==> config.mk <==
export PLATFORM = sky130hd
export DESIGN_NAME = apb_master_req
export DESIGN_NICKNAME = d
export VERILOG_FILES = /design/src/rtl/apb_pkg.sv /design/src/rtl/apb_wait_timer.sv /design/src/rtl/apb_master_req.sv
export SDC_FILE = /design/constraint.sdc
export NUM_CORES = 1
export LEC_CHECK = 0
export BUFFER_PORTS_ARGS = -buffer_cell sky130_fd_sc_hd__buf_4
export CORE_ASPECT_RATIO = 1.25
export CORE_MARGIN = 3
export CORE_UTILIZATION = 52
export CTS_BUF_LIST = sky130_fd_sc_hd__clkbuf_4
export DETAILED_ROUTE_END_ITERATION = 7
export GPL_TIMING_DRIVEN = 0
export PLACE_DENSITY_LB_ADDON = 0.12
export SLEW_MARGIN = 20
export SYNTH_ARGS = -nofsm -noshare
export SYNTH_HDL_FRONTEND = slang
export SYNTH_SLANG_ARGS = --single-unit
export TNS_END_PERCENT = 50
==> constraint.sdc <==
create_clock -name Pclk -period 7.3 [get_ports Pclk]
set_clock_uncertainty 0.15 [all_clocks]
set_input_delay 0.73 -clock Pclk [delete_from_list [all_inputs] [get_ports Pclk]]
set_output_delay 0.73 -clock Pclk [all_outputs]
set_load 0.1 [all_outputs]
==> src/rtl/apb_pkg.sv <==
// Shared APB definitions: FSM state encoding and default bus widths.
// Latency: n/a (package only).
// Backpressure: n/a (package only).
//
// Contents:
//   APB_DATA_WIDTH / APB_ADDR_WIDTH / APB_TIMEOUT_CYCLES - defaults shared with the responder
//   apb_state_t and APB_IDLE/APB_SETUP/APB_ACCESS        - requester FSM encoding
//   apb_cnt_width()                                      - width of a wait counter
package apb_pkg;

    localparam int APB_DATA_WIDTH     = 32;
    localparam int APB_ADDR_WIDTH     = 10;
    localparam int APB_TIMEOUT_CYCLES = 16;

    typedef logic [1:0] apb_state_t;

    localparam apb_state_t APB_IDLE   = 2'd0;
    localparam apb_state_t APB_SETUP  = 2'd1;
    localparam apb_state_t APB_ACCESS = 2'd2;

    // Bits needed to hold 0 .. limit-1; never less than one bit.
    function automatic int apb_cnt_width(input int limit);
        return (limit <= 2) ? 1 : $clog2(limit);
    endfunction

endpackage

==> src/rtl/apb_wait_timer.sv <==
// ACCESS-phase wait counter with an expiry flag for the APB requester.
// Latency: count updates one edge after clr/inc; expired is combinational from the count.
// Backpressure: none; the counter saturates at its limit until cleared.
//
// Ports:
//   Pclk, Prst  - clock, asynchronous active-high reset
//   clr         - restart counting from zero (held during SETUP)
//   inc         - one more ACCESS cycle without Pready
//   expired     - count has reached TIMEOUT_CYCLES-1
module apb_wait_timer
    import apb_pkg::*;
#(
    parameter int TIMEOUT_CYCLES = APB_TIMEOUT_CYCLES
) (
    input  logic Pclk,
    input  logic Prst,
    input  logic clr,
    input  logic inc,
    output logic expired
);

    localparam int CW = apb_cnt_width(TIMEOUT_CYCLES);
    localparam logic [CW-1:0] LIMIT = CW'(TIMEOUT_CYCLES - 1);

    logic [CW-1:0] count;

    assign expired = (count == LIMIT);

    always_ff @(posedge Pclk or posedge Prst) begin
        if (Prst) begin
            count <= '0;
        end else if (clr) begin
            count <= '0;
        end else if (inc && !expired) begin
            count <= count + CW'(1);
        end
    end

endmodule

==> src/rtl/apb_master_req.sv <==
// APB requester: turns a valid/ready command into one SETUP+ACCESS transfer at a time.
// Latency: accept at edge 0, SETUP cycle 1, ACCESS from cycle 2; rsp_valid one cycle after the Pready edge.
// Backpressure: cmd_ready is high only in IDLE; a new command can be taken in the rsp_valid cycle.
//
// Optional build macro: APB_TIMEOUT_EN - abort an ACCESS phase that waits TIMEOUT_CYCLES
// cycles without Pready, reporting rsp_err=1 and rsp_rdata=0.
//
// Ports:
//   Pclk, Prst                                  - clock, asynchronous active-high reset
//   cmd_valid/cmd_ready, cmd_write/addr/wdata   - command port, sampled only at accept
//   rsp_valid, rsp_rdata, rsp_err               - one-cycle response strobe with data/status
//   Psel, Pena, Pwrite, Paddr, Pwdata           - registered APB request outputs
//   Prdata, Pready, Perr                        - APB responder inputs, used only in ACCESS
module apb_master_req
    import apb_pkg::*;
#(
    parameter int DATA_WIDTH     = APB_DATA_WIDTH,
    parameter int ADDRESS_WIDTH  = APB_ADDR_WIDTH,
    parameter int TIMEOUT_CYCLES = APB_TIMEOUT_CYCLES
) (
    input  logic                     Pclk,
    input  logic                     Prst,

    input  logic                     cmd_valid,
    output logic                     cmd_ready,
    input  logic                     cmd_write,
    input  logic [ADDRESS_WIDTH-1:0] cmd_addr,
    input  logic [DATA_WIDTH-1:0]    cmd_wdata,

    output logic                     rsp_valid,
    output logic [DATA_WIDTH-1:0]    rsp_rdata,
    output logic                     rsp_err,

    output logic                     Psel,
    output logic                     Pena,
    output logic                     Pwrite,
    output logic [ADDRESS_WIDTH-1:0] Paddr,
    output logic [DATA_WIDTH-1:0]    Pwdata,
    input  logic [DATA_WIDTH-1:0]    Prdata,
    input  logic                     Pready,
    input  logic                     Perr
);

    // The wait counter needs at least two values to tell "first ACCESS cycle" from "expired".
    if (TIMEOUT_CYCLES < 2) begin : g_timeout_range
        $error("apb_master_req: TIMEOUT_CYCLES must be at least 2");
    end

    apb_state_t state;

    // Only IDLE can take a command; derived from state so it needs no extra flop.
    assign cmd_ready = (state == APB_IDLE);

`ifdef APB_TIMEOUT_EN
    logic wait_expired;

    // Counting restarts in SETUP, so every ACCESS phase begins from zero.
    apb_wait_timer #(
        .TIMEOUT_CYCLES (TIMEOUT_CYCLES)
    ) u_wait_timer (
        .Pclk    (Pclk),
        .Prst    (Prst),
        .clr     (state == APB_SETUP),
        .inc     ((state == APB_ACCESS) && !Pready),
        .expired (wait_expired)
    );
`endif

    always_ff @(posedge Pclk or posedge Prst) begin
        if (Prst) begin
            state     <= APB_IDLE;
            Psel      <= 1'b0;
            Pena      <= 1'b0;
            Pwrite    <= 1'b0;
            Paddr     <= '0;
            Pwdata    <= '0;
            rsp_valid <= 1'b0;
            rsp_rdata <= '0;
            rsp_err   <= 1'b0;
        end else begin
            // The response strobe lasts exactly one cycle; rsp_rdata/rsp_err keep their value.
            rsp_valid <= 1'b0;

            case (state)
                APB_IDLE: begin
                    if (cmd_valid) begin
                        Pwrite <= cmd_write;
                        Paddr  <= cmd_addr;
                        Pwdata <= cmd_wdata;
                        Psel   <= 1'b1;
                        Pena   <= 1'b0;
                        state  <= APB_SETUP;
                    end else begin
                        // Address/data/direction deliberately keep their last values.
                        Psel <= 1'b0;
                        Pena <= 1'b0;
                    end
                end

                APB_SETUP: begin
                    // Pready/Perr here belong to nobody; SETUP always lasts one cycle.
                    Pena  <= 1'b1;
                    state <= APB_ACCESS;
                end

                APB_ACCESS: begin
                    if (Pready) begin
                        rsp_valid <= 1'b1;
                        rsp_rdata <= Pwrite ? '0 : Prdata;
                        rsp_err   <= Perr;
                        Psel      <= 1'b0;
                        Pena      <= 1'b0;
                        state     <= APB_IDLE;
                    end
`ifdef APB_TIMEOUT_EN
                    // Pready on the expiry edge takes priority over the abort.
                    else if (wait_expired) begin
                        rsp_valid <= 1'b1;
                        rsp_rdata <= '0;
                        rsp_err   <= 1'b1;
                        Psel      <= 1'b0;
                        Pena      <= 1'b0;
                        state     <= APB_IDLE;
                    end
`endif
                end

                default: begin
                    Psel  <= 1'b0;
                    Pena  <= 1'b0;
                    state <= APB_IDLE;
                end
            endcase
        end
    end

endmodule

### After elaboration in Yosys (flattened, before gate mapping)

Cells that the tools add are included.

| storage, ports and cells | value |
|---|---|
| bits in registers | 81 |
| input port bits | 80 |
| output and inout bits | 80 |
| logic and storage cells | 29 |

| cells by class | value |
|---|---|
| equal/unequal tests | 4 |
| muxes and demuxes | 10 |
| bitwise operators | 1 |
| reduce and logical (&&, ||, !) cells | 5 |

Operators with widths:

| operator | count |
|---|---|
| $mux W32 | 1 |
| $reduce_and A2 Y1 | 4 |
| $pmux W2 S3 | 1 |
| $mux W1 | 4 |
| $mux W2 | 2 |
| $ne A2 B2 Y1 const B | 2 |
| $pmux W1 S3 | 1 |
| $eq A2 B1 Y1 const B | 1 |
| $eq A2 B2 Y1 const B | 1 |
| $logic_not A2 Y1 | 1 |
| $pmux W1 S2 | 1 |
| $not A1 Y1 | 1 |

### Longest topological paths before layout

Gate-level depths: netlist (run 1).

| logic depth | value |
|---|---|
| depth after elaboration | 3 |
| depth in mapped cells | 4 |

### Worst setup path before layout (run 1)

No wires, ideal clock.

| timing path | value |
|---|---|
| path kind | reg2out |
| from | register state[0] |
| to | output cmd_ready |
| data arrival time | 1.695 ns |
| required time | 6.420 ns |
| path slack | 4.725 ns |
| stages on the path, launching flop included | 2 |
| buffers on the path | 0 |
| path through | dfrtp_1 > nor2_1 |

| between the ends | value |
|---|---|
| cells in the longest elaborated chain, start to end | 1 |

RTL lines:

| what | line | RTL |
|---|---|---|
| start, declared | apb_master_req.sv:49 | `apb_state_t state;` |
| start signal, assigned | apb_master_req.sv:71 | `state <= APB_IDLE;` |
| start signal, assigned | apb_master_req.sv:92 | `state <= APB_SETUP;` |
| start signal, assigned | apb_master_req.sv:103 | `state <= APB_ACCESS;` |
| $logic_not A2 Y1 | apb_master_req.sv:52 | `assign cmd_ready = (state == APB_IDLE);` |
| end, declared | apb_master_req.sv:25 | `output logic cmd_ready,` |

No other way between the ends.

### Worst setup path in the final report (run 1)

Same ends and word-level chain as after synthesis.

==> results.md, run 1 <==
- Area delta synth->final: 43.6%
- Kind of start point of the critical path: flop
- Worst-path clk slew: 120 ps
- Max-cap viol count: 0
- Post-Route WL: 7690 um
- Detail Placement HPWL: 5790 um
- Core box area: 6250 sq um
- RR Startpoint: state[0]$_DFFE_PP0P_
- H-tree level count: 3
- Tot GR Track Use: 20.8%
- Final ANT Viol Nets: 0
- Vias: between 2,000 and 2,500
- Top post-synthesis cells by area: dfrtp_1 59%, mux2_2 16%, mux2_4 13%, nor2b_1 5.9%, buf_12 1.8%
- Top cell type's share of synthesized area: 59.4%
- # clock sinks: 81
- TritonCTS clock tree: built
- Initial Utilization: 54.6%
- End of the worst register-to-register path: Pwdata[19]$_DFFE_PP0P_
- Yosys Warn Count: 0
- Vias in the first global route: 2,482
- Final Setup Violations: 0
- Synthesized area: 3410 sq um
- Number of gates resized after cts: 0
- Die X: 78.4 um
- Post-CTS setup buffer count: 0
- Final Net Count: about 460
- Status: finished clean
- Final period utilization: 30.1%
- Setup_tns: 0 ps
- Number of port buffers: 159
- Root buffer cell: clkbuf_4
- Rel. slew slack: roughly two thirds
- Multi-input gate area: roughly 1200 sq um
- Largest net degree at the start of global routing: 44
- Register Area: 2030 sq um
- First-pass GRT wire length: 12,100 um
- Initial DRC count: 91
- Die area: approximately 7600 sq um
- Setup Crit Path Kind: flop to primary output
- # DRC: 0
- Gpl congestion: 0.738
- Synthesized instance count: between 200 and 250
- Clock Tree Buf Depth: 2
- Hold Buf Count CTS: 0
- Sequential fraction of the synthesis area: roughly three fifths
- Worst slew pin tran: ~500 ps
- Clk_lat worst skew: 410 ps
- Crit path max fanout: 8
- Reg2Reg Depth: 4
- Wire per inst: 16.2 um
- Highest clock rate: around 450 MHz
- Reg-to-reg slack, setup: 5620 ps
- Synth cell types: 17
- CP Launch Point: state[0]$_DFFE_PP0P_
- Clock buffer count from CTS: 9
- Initial antenna violation count: 0
- Crit path DAT: 1320 ps
- Worst min path class: primary input to async pin
- Final min period: 2200 ps
- CP endpoint kind: primary output
- Unrepaired setup endpoints after global routing: no
- Gr ovfl total: 0
- Syn avg cell area: 16.1 sq um
- Worst EP required: 6420 ps
- Ant diodes: 0
- Synth Net Count: 292
- # rows: 32
- Setup crit end: cmd_ready
- Endpoints failing hold: 0
- FILL cells: 442
- Pins over their slew limit: 0
- FF+latch count, synth: 81
- Share of cells above drive strength 1: 68.3%
- Die H: slightly below 100 um
- Vias per cell: 4.90
- IO Count: 160
- Area leader, netlist: dfrtp_1
- First-pass DRT Iterations: 4
-- registers in the layout (all words and copies together) (netlist names) --
register	cells
Pwdata	32
rsp_rdata	32
Psel	1
rsp_err	1
rsp_valid	1
Pena	1
Pwrite	1
Paddr	10
state	2
-- routing by layer --
metal	up-vias	wire (um)	share of wire [%]	track usage [%]
li1	1068	-	-	-
met1	1129	2930	38	24.8
met2	102	4030	52	35.9
met3	17	554	7.2	5.38
met4	0	175	2.3	9.18
met5	-	0	0	0
-- area by class of cell --
| cell class | instances | share of cell area (%) |
|---|---|---|
| multi-input combinational | 117 | 25.3 |
| timing repair buffer | 160 | 24.8 |
| clock inverter | 5 | 1.64 |
| tap | 85 | 2.17 |
| buffer | 12 | 2.76 |
| clock buffer | 11 | 1.69 |
| sequential | 81 | 41.4 |
| inverter | 2 | 0.204 |
-- synthesized netlist by cell type --
cell type	instances
and3b_2	1
buf_6	5
nor3b_1	2
mux2_2	47
buf_4	1
buf_12	3
a21o_2	1
nor2_1	1
dfrtp_1	81
clkbuf_1	3
mux2_4	29
or3_1	1
a22o_2	1
and3b_1	1
inv_1	2
nor2b_1	32
and4bb_2	1
-- worst max-delay path, stage by stage, from the launching register on --
cell     delay (ps)
dfrtp_1         470
nor2_1          140
buf_4           300
-- cells by family (layout without fill, tap and decap cells) --
| logic type | after synthesis | after routing | share of synthesized area, % |
|---|---|---|---|
| AOI/OAI and AO/OA | 2 | 2 | 0.551 |
| buffers and inverters | 14 | 190 | 4.18 |
| DFF | 81 | 81 | 59.4 |
| muxes | 76 | 76 | 28.3 |
| and+or+nand+nor | 39 | 39 | 7.52 |
-- cells in the final DEF, fill, tap and decap left out, types with 2 or more instances in the layout --
cell type / n
buf_4: 160
dfrtp_1: 81
mux2_2: 47
nor2b_1: 32
mux2_4: 29
clkbuf_4: 11
buf_6: 5
buf_12: 4
clkbuf_1: 3
nor3b_1: 2
bufinv_16: 2
-- how the worst min path moves through the flow --
stage	to	slack (ps)
floorplan	state[1]$_DFFE_PP0P_	410
global placement	Pena$_DFFE_PP0P_	340
global route	rsp_rdata[10]$_DFFE_PP0P_	190
CTS	Paddr[3]$_DFFE_PP0P_	180
finish	rsp_rdata[10]$_DFFE_PP0P_	180
detailed placement	rsp_rdata[9]$_DFFE_PP0P_	340
-- stage by stage --
| stage | utilization [%] | setup slack [ps] | cell area, sq um | hold WS, ps | instances |
|---|---|---|---|---|---|
| 2_1_floorplan | - | 4340 | 3410 | 414 | 212 |
| 3_3_place_gp | 75.4 | 3410 | 4710 | 341 | 456 |
| 3_5_place_dp | 75.8 | 5300 | 4730 | 343 | 457 |
| 4_1_cts | 78.4 | 5070 | 4890 | 181 | 473 |
| 5_1_grt | 78.4 | 4990 | 4890 | 186 | 473 |
| 6_report | 78.4 | 5100 | 4890 | 178 | 473 |
Power of run 1 is not shown: default switching activity piles up to over one toggle a cycle in this logic, so the estimate is an artifact.
==> inputs of run 2 (changes only) <==
--- a/config.mk
+++ b/config.mk
@@ -8,7 +8,7 @@
 export BUFFER_PORTS_ARGS = -buffer_cell sky130_fd_sc_hd__buf_4
 export CORE_ASPECT_RATIO = 1.25
 export CORE_MARGIN = 3
-export CORE_UTILIZATION = 52
+export CORE_UTILIZATION = 43
 export CTS_BUF_LIST = sky130_fd_sc_hd__clkbuf_4
 export DETAILED_ROUTE_END_ITERATION = 7
 export GPL_TIMING_DRIVEN = 0
==> constraint.sdc (replaced) <==
create_clock -name Pclk -period 1.8 [get_ports Pclk]
set_clock_uncertainty 0.15 [all_clocks]
set_input_delay 0.18 -clock Pclk [delete_from_list [all_inputs] [get_ports Pclk]]
set_output_delay 0.18 -clock Pclk [all_outputs]
set_load 0.1 [all_outputs]
==> run 2 against run 1 <==
Count of clock-buffer cells in the layout fell by 1. Core utilization down 2.8 points. Cell count up 18%. Cell area is 16% higher. Critical path depth grew 2. Sequential share of layout area decreased by 5.8 points. Largest cell class is now buffers. Register-to-register slack lost 5500 ps. Flip-flop and latch count is the same. Via count grew 13%.
==> results.md, run 2 (synthesis gave the netlist of run 1 again) <==
- Ant diodes: 0 (unchanged)
- Hold Buf Count CTS: 77 (+77)
- Wire per inst: 16.3 um (about the same)
- Endpoints failing hold: 0 (unchanged)
- Detail Placement HPWL: 5880 um (+1.6%)
- Critical Path, Cell by Cell: nor3b_1, buf_4, buf_6, mux2_2
- Final period utilization: a little over nine tenths
- Unrepaired setup endpoints after global routing: no
- First-pass DRT Iterations: 4 (unchanged)
- IO Count: 160 (unchanged)
- Vias in the first global route: 2,960 (+19%)
- Status: finished clean
- Pins over their slew limit: 0 (unchanged)
- Kind of start point of the critical path: flop
- Initial antenna violation count: 0 (unchanged)
- Post-CTS setup buffer count: 0 (unchanged)
- Vias per cell: 4.70 (-4.0%)
- Reg-to-reg slack, setup: 110 ps (-5510 ps)
- Highest clock rate: 591 MHz
- Largest net degree at the start of global routing: 30 (-32%)
- Fin area: 5690 sq um (+16%)
- Max-cap viol count: 0 (unchanged)
- Clk_lat worst skew: 410 ps (about the same)
- H-tree level count: 3 (unchanged)
- Fin cells: 558 (+18%)
- Initial Utilization: 45.3% (-9.3 points)
- Worst EP required: 1960 ps (-4460 ps)
- Post-place instance area: 4760 sq um (+0.63%)
- Die X: 85.6 um (+9.2%)
- Largest regs: Pwdata x32, rsp_rdata x32, Paddr x10
- Core box area: 7530 sq um (+21%)
- Setup Crit Path Kind: flop to flop
- Die area: 9040 sq um (+19%)
- RR Startpoint: state[0]$_DFFE_PP0P_
- Final ANT Viol Nets: 0 (unchanged)
- Clock Tree Buf Depth: 2 (unchanged)
- Hold path cells: 3
- Post-Route WL: 9080 um (+18%)
- Share of cells above drive strength 1: 57.1% (-11 points)
- Tot GR Track Use: 20.9% (+0.11 points)
- Critical Path Max Stage Delay: 470 ps (about the same)
- Slowest CP cell: dfrtp_1
- Final Setup Violations: 0 (unchanged)
- Clock buffer count from CTS: 9 (unchanged)
- Hold path startpoint: Prdata[10]
- Rel. slew slack: 55.8% (-12 points)
- Worst-path clk slew: 120 ps (about the same)
- Worst Hold End: rsp_rdata[10]$_DFFE_PP0P_
- Crit path max fanout: 10 (+2)
- Reg2Reg Depth: 4 (unchanged)
- Number of port buffers: 159 (unchanged)
- Die H: 106 um (+9.3%)
- Gr ovfl total: 0 (unchanged)
- Vias: 2,624 (+13%)
- Worst slew pin tran: 661 ps (+171 ps)
- CP endpoint kind: flop
- Most frequent cells in the layout: 160 x buf_4, 81 x dfrtp_1, 77 x dlygate4sd3_1
- # rows: 35 (+9.4%)
- Initial DRC count: 38 (-58%)
- End of the worst register-to-register path: Pwdata[29]$_DFFE_PP0P_
- Crit path buffers/inverters: 2 (+1)
- Number of gates resized after cts: 0 (unchanged)
- # DRC: 0 (unchanged)
- Most common cell after layout, fill and taps aside: buf_4
- Top delay family on crit path: flip-flops
- Worst min path class: primary input to flop
- Final min period: roughly 1700 ps
- Root buffer cell: clkbuf_4
- # clock sinks: 81 (unchanged)
- Gpl congestion: 0.694 (-6.0%)
- Crit path DAT: 1850 ps (+530 ps)
- Area delta synth->final: 66.9%
- Post-Place Cells: 465 (+1.8%)
- TritonCTS clock tree: built
- Final Net Count: 541 (+17%)
- First-pass GRT wire length: 14,700 um (+22%)
[run 2: routing by layer]
layer / vias to the layer above / wire length [um] / track usage, %
met4: 0 / 189 / 7.47
met3: 17 / 608 / 5.86
met5: - / 0 / 0
met2: 103 / 4850 / 37.0
li1: 1221 / - / -
met1: 1283 / 3430 / 23.9
[run 2: worst max-delay path by stage]
stage,slack [ps],to,cells after the start,from
after floorplan,-230,cmd_ready,1,state[0]$_DFFE_PP0P_
after global placement,-40,rsp_err$_DFFE_PP0P_,2,Prst
after detailed placement,140,Pwdata[1]$_DFFE_PP0P_,4,state[0]$_DFFE_PP0P_
after CTS,100,Pwdata[4]$_DFFE_PP0P_,4,state[0]$_DFFE_PP0P_
after global routing,10,Pwdata[21]$_DFFE_PP0P_,4,state[0]$_DFFE_PP0P_
final,110,Pwdata[29]$_DFFE_PP0P_,4,state[0]$_DFFE_PP0P_
[run 2: worst min-delay path, delay by kind of cell]
family | cells | cell delay, ps
buf+inv | 1 | 80
mux | 1 | 160
simple gates | 1 | 150
[run 2: layout make-up]
cell class | count | area (sq um)
Tap cell | 92 | 115
Clock buffer | 10 | 75.1
Multi-Input combinational cell | 117 | 1240
Buffer | 12 | 135
Clock inverter | 6 | 82.6
Timing Repair Buffer | 238 | 2000
Sequential cell | 81 | 2030
Inverter | 2 | 11.3
Fill cell | 465 | 1840
[run 2: per-stage QoR]
step | setup WS, ps | hold WS, ps | util, % | setup TNS [ps]
after floorplan | -225 | 178 | - | -3120
after global placement | -42.3 | 262 | 62.7 | -2980
after detailed placement | 138 | 163 | 63.2 | 0
after CTS | 97.2 | 1.78 | 75.5 | 0
after global routing | 14.1 | 9.81 | 75.5 | 0
final | 108 | 25.1 | 75.5 | 0
Power of run 2 is left out for the same reason.
